### src/rtl/general_defs_pkg.sv
// Shared fetch definitions (GENERAL_DEFS): widths, fetch states, reset vector
// and program-memory depth used by the fetch unit and its next-PC selector.
package general_defs_pkg;

  localparam int WORD           = 32;
  localparam int HALF_WORD      = 16;
  localparam int PROG_MEM_DEPTH = 512;
  localparam int LOAD_ADDR_W    = $clog2(PROG_MEM_DEPTH);

  localparam logic [WORD-1:0] RESET_VECTOR = '0;

  typedef logic stall_pipeline_sig;

  typedef enum logic {
    FETCH_LOAD,
    FETCH_RUN
  } fetch_state_t;

  // Next program-load address, wrapping at the end of instruction memory
  // even if the depth is not a power of two.
  function automatic logic [LOAD_ADDR_W-1:0] load_addr_inc(input logic [LOAD_ADDR_W-1:0] addr);
    if (addr == LOAD_ADDR_W'(PROG_MEM_DEPTH - 1)) begin
      return '0;
    end
    return addr + LOAD_ADDR_W'(1);
  endfunction

endpackage

### src/rtl/fetch_unit_next_pc.sv
// Next-PC selection for the fetch unit: a taken branch wins over a stall,
// a stall holds the PC, otherwise the PC advances by one half-word.
module fetch_next_pc
  import general_defs_pkg::*;
(
  input  logic [WORD-1:0] pc_i,
  input  logic            branch_taken_i,
  input  logic [WORD-1:0] branch_target_i,
  input  stall_pipeline_sig stall_i,
  output logic [WORD-1:0] next_pc_o
);

  // Priority select: branch, then stall, then sequential (wraps at 2^WORD).
  always_comb begin
    if (branch_taken_i) begin
      next_pc_o = branch_target_i;
    end else if (stall_i) begin
      next_pc_o = pc_i;
    end else begin
      next_pc_o = pc_i + WORD'(1);
    end
  end

endmodule

### src/rtl/fetch_unit.sv
// Instruction fetch unit. With FETCH_BOOT_LOADER_EN defined, the unit starts
// in a program-load phase that streams half-words into instruction memory
// before running; without it, reset goes straight to fetching.
//
//   state      | meaning
//   FETCH_LOAD | accepting program beats, writing instruction memory
//   FETCH_RUN  | fetching; instruction_addr_o presents next_pc
module fetch_unit
  import general_defs_pkg::*;
(
  input  logic                 clk_i,
  input  logic                 reset_i,
  input  logic                 load_valid_i,
  input  logic [HALF_WORD-1:0] load_data_i,
  input  logic                 load_last_i,
  output logic                 load_ready_o,
  input  logic                 branch_taken_i,
  input  logic [WORD-1:0]      branch_target_i,
  input  stall_pipeline_sig    stall_pipeline_i,
  output logic                 program_mem_write_en_o,
  output logic [HALF_WORD-1:0] instruction_o,
  output logic [WORD-1:0]      instruction_addr_o,
  output logic                 is_valid_o
);

  logic [WORD-1:0] pc;
  logic [WORD-1:0] next_pc;

  fetch_next_pc u_next_pc (
    .pc_i            (pc),
    .branch_taken_i  (branch_taken_i),
    .branch_target_i (branch_target_i),
    .stall_i         (stall_pipeline_i),
    .next_pc_o       (next_pc)
  );

`ifdef FETCH_BOOT_LOADER_EN

  fetch_state_t           state;
  logic [LOAD_ADDR_W-1:0] load_addr;
  logic                   load_fire;

  assign load_ready_o = (state == FETCH_LOAD);
  assign load_fire    = load_valid_i & load_ready_o;

  // Load/run FSM with load address, PC and valid flag; reset discards load progress.
  always_ff @(posedge clk_i) begin
    if (reset_i) begin
      state      <= FETCH_LOAD;
      load_addr  <= '0;
      pc         <= RESET_VECTOR;
      is_valid_o <= 1'b0;
    end else begin
      case (state)
        FETCH_LOAD: begin
          is_valid_o <= 1'b0;
          if (load_fire) begin
            load_addr <= load_addr_inc(load_addr);
            if (load_last_i) begin
              state <= FETCH_RUN;
              pc    <= RESET_VECTOR;
            end
          end
        end
        FETCH_RUN: begin
          pc         <= next_pc;
          is_valid_o <= ~branch_taken_i;
        end
        default: begin
          state <= FETCH_LOAD;
        end
      endcase
    end
  end

  // Memory-side outputs: same-cycle write while loading, next_pc while running.
  always_comb begin
    if (state == FETCH_LOAD) begin
      program_mem_write_en_o = load_valid_i;
      instruction_o          = load_data_i;
      instruction_addr_o     = WORD'(load_addr);
    end else begin
      program_mem_write_en_o = 1'b0;
      instruction_o          = '0;
      instruction_addr_o     = next_pc;
    end
  end

`else

  // Load interface is inert in this build.
  logic unused_load;
  assign unused_load = ^{load_valid_i, load_last_i, load_data_i};

  assign load_ready_o           = 1'b0;
  assign program_mem_write_en_o = 1'b0;
  assign instruction_o          = '0;
  assign instruction_addr_o     = next_pc;

  // Always fetching: PC follows next_pc, slot invalid after reset or a branch.
  always_ff @(posedge clk_i) begin
    if (reset_i) begin
      pc         <= RESET_VECTOR;
      is_valid_o <= 1'b0;
    end else begin
      pc         <= next_pc;
      is_valid_o <= ~branch_taken_i;
    end
  end

`endif

endmodule

### config.mk
export PLATFORM = sky130hd
export DESIGN_NAME = fetch_unit
export DESIGN_NICKNAME = d
export VERILOG_FILES = /design/src/rtl/general_defs_pkg.sv /design/src/rtl/fetch_unit_next_pc.sv /design/src/rtl/fetch_unit.sv
export SDC_FILE = /design/constraint.sdc
export NUM_CORES = 1
export LEC_CHECK = 0
export CORE_ASPECT_RATIO = 0.8
export CORE_MARGIN = 2
export CORE_UTILIZATION = 42
export DETAILED_ROUTE_END_ITERATION = 8
export HOLD_SLACK_MARGIN = 0.1
export PLACE_DENSITY = 0.93
export SLEW_MARGIN = 20
export SYNTH_ARGS = -nofsm -noshare
export SYNTH_HDL_FRONTEND = slang
export SYNTH_SLANG_ARGS = --single-unit
export TNS_END_PERCENT = 100
### constraint.sdc
create_clock -name clk_i -period 3.3 [get_ports clk_i]
set_input_delay 0.66 -clock clk_i [delete_from_list [all_inputs] [get_ports clk_i]]
set_output_delay 0.66 -clock clk_i [all_outputs]
set_load 0.02 [all_outputs]
==> metrics.yaml <==
place:
  hpwl_um: 4980
  place_ws_ns: -0.532
  dpl_cell_area_mm2: 0.00323
  place_congestion: 0.895
  dp.cells: 456
  port_buffers: 68
power:
  p_int_uw: 718
  pwr-share-comb: 0.294
  switchingPower_uw: 367
  ir_drop_uv: 242
  clockPowerShare: 0.285
  seq_power_share: 0.422
  p_leak_uw: 0.00128
  switching_share: 0.339
  p_per_area_mw_per_mm2: 320
clock_tree:
  clk_pin_slew_worst_paths_ns: 0.08
  cts_buffer_depth: 2
  cts_sinks: 33
  cts_root_buf: "clkbuf_8"
  cts_tree: "yes"
  cts_buffers: 5
  cts-htree-levels: 2
  clk_latency_ns: 0.30
sta:
  min_period_over_period: 0.985
  setup_viol: 0
  final_max_slew_viol_count: 0
  max-slew-margin-rel: 0.615
  min_period_ns: 3.25
  max_freq_ghz: 0.308
  finalHoldViolCount: 0
  finalSetupTns_ns: 0
  hold_ws_ns: 0.568
  clock_skew_ns: 0.0122
  rsz0062_at_grt: "yes"
  setup_slack_ns: 0.0508
  max_slew.worst_pin.slew_ns: 0.575
logic_synthesis:
  synthCells: 308
  synth_top_cell_area_share: 0.285
  yosysTopAreaCell: "dfxtp_1"
  ys.flop_type: "dfxtp_1"
  synth_edf_count: 0
  synth_warnings: 0
  synthTopCellsByArea: "dfxtp_1 (28%), buf_4 (5.8%), nor2_1 (4.7%), nor4_1 (4.0%), a211oi_1 (3.9%)"
  avgSynthCellArea_um2: 7.53
  synth_area_mm2: 0.00232
  ys_types: 48
  ys_ff_latch: 33
  ys_seq_area_frac: 0.285
  async_flop_share: 0
cells_and_area:
  register_area_um2: 661
  final_cell_mix: "clkdlybuf4s50_1 (46), buf_4 (36), dfxtp_1 (33)"
  nFillCells: 432
  drive_above_1_share: 0.193
  num_antenna_cells: 0
  design_area_mm2: 0.00340
  syn_to_final_growth_pct: 46.5
  nNetsFinal: 454
  fin_cells: 465
  layout_commonest_cell: "clkdlybuf4s50_1"
  multi_input_area_mm2: 0.00160
worst_setup_path:
  path_buf_inv: 2
  slowest_stage: "or4_4"
  worstPathCellList: "clkdlybuf4s50_1, nand3b_1, or4_4, or4_4, a31oi_2, buf_2"
  crit_arrival_ns: 2.59
  cp-start-kind: "primary input"
  cpPeakStageDelay_ns: 0.45
  path_class: "primary input to output port"
  path_common_cell: "or4_4"
  crit_family: "simple AND/OR/NAND/NOR gates"
  crit_required_ns: 2.64
  crit_path_max_fanout: 4
  cp-end-kind: "output port"
grt:
  gr-usage-all-layers: 0.229
  antenna_found_initial: 0
  grt_max_degree: 33
  grt_pass1_wl_um: 11400
  grt_pass1_vias: 2543
  grt_overflow: 0
worst_hold_path:
  hp-class: "flip-flop to flip-flop"
drt:
  routed_wl_um: 7130
  drt_iter0_markers: 193
  drc: 0
  vias_per_cell: 5.83
  vias: 2710
  first_pass_iters: 6
  routedWlPerCell_um: 15.3
  ant_nets: 0
floorplan:
  die-width_um: 87.1
  coreArea_mm2: 0.00538
  rows: 24
  fp.dieH_um: 70.5
  die_area_mm2: 0.00613
  initial_utilization: 0.431
  ios: 105
job:
  drv_cap: 0
status:
  outcome: "completed"
[through the flow]
stage,total power (uW),utilization
after floorplan,646,-
after global placement,782,0.601
after detailed placement,789,0.601
after CTS,1080,0.619
after global routing,1140,0.632
final,1090,0.632
[layer usage]
metal | vias to the layer above | track usage | share of wire
li1 | 1305 | - | -
met1 | 1253 | 0.300 | 0.43
met2 | 135 | 0.366 | 0.47
met3 | 17 | 0.0496 | 0.072
met4 | 0 | 0.0868 | 0.018
met5 | - | 0 | 0
[path summary, 6_finish.rpt]
check,to,start,cells after the start,slack [ns]
worst max-delay path,instruction_addr_o[27],stall_pipeline_i,6,0.05
worst min-delay path,pc[20],pc[20],2,0.57
worst max register to register,pc[27],pc[13],4,1.24
worst min register to register,pc[20],pc[20],2,0.57
[tightest hold or removal path, cell delays in order (launching register included)]
cell	delay, ns
dfxtp_1	0.34
o31ai_1	0.09
a311oi_1	0.09
[power by group through the flow]
stage	sequential [uW]	combinational (uW)	clock, uW
floorplan	460	186	0
global route	461	344	335
global placement	460	321	0
detailed placement	463	326	0
CTS	454	312	311
finish	458	319	309
[cells by family (layout without fill, tap and decap cells)]
logic type,count (synthesis),after routing,synth area share
simple gates,148,148,0.353
flops,33,33,0.285
compound gates,66,66,0.193
mux,3,3,0.0130
fa+ha+maj,1,1,0.00540
other cells,1,18,0.00162
buf+inv,44,119,0.104
xor+xnor,12,12,0.0453
[registers in the layout, summed over array words and instances, names as in the netlist]
name / cells
is_valid_o: 1
pc: 32
[cells in the mapped netlist, drive strengths merged, types with 7 or more instances]
| cell | number |
|---|---|
| a211oi | 12 |
| nor3 | 14 |
| a31oi | 9 |
| nor2 | 29 |
| o21ai | 9 |
| nand4 | 14 |
| inv | 7 |
| clkbuf | 15 |
| nand3 | 15 |
| buf | 22 |
| xnor2 | 8 |
| nor4 | 16 |
| a21oi | 13 |
| or4 | 7 |
| nor2b | 12 |
| nand2 | 24 |
| dfxtp | 33 |
[repair_timing]
item / in CTS / in global routing
setup buffers: 0 / 1
hold buffers: 0 / 0
resized for setup: 53 / 25
setup endpoints to repair: 22 / 16
pin swaps: 1 / 2
[layout make-up]
class                      instances  share of cell area
tap                               65              0.0239
clock buffer                       5              0.0203
sequential                        33               0.195
inverter                           7             0.00774
timing repair buffer             104               0.278
clock inverter                     3             0.00516
multi-input combinational        248               0.471
No activity file was read; power rests on OpenSTA's default activity.
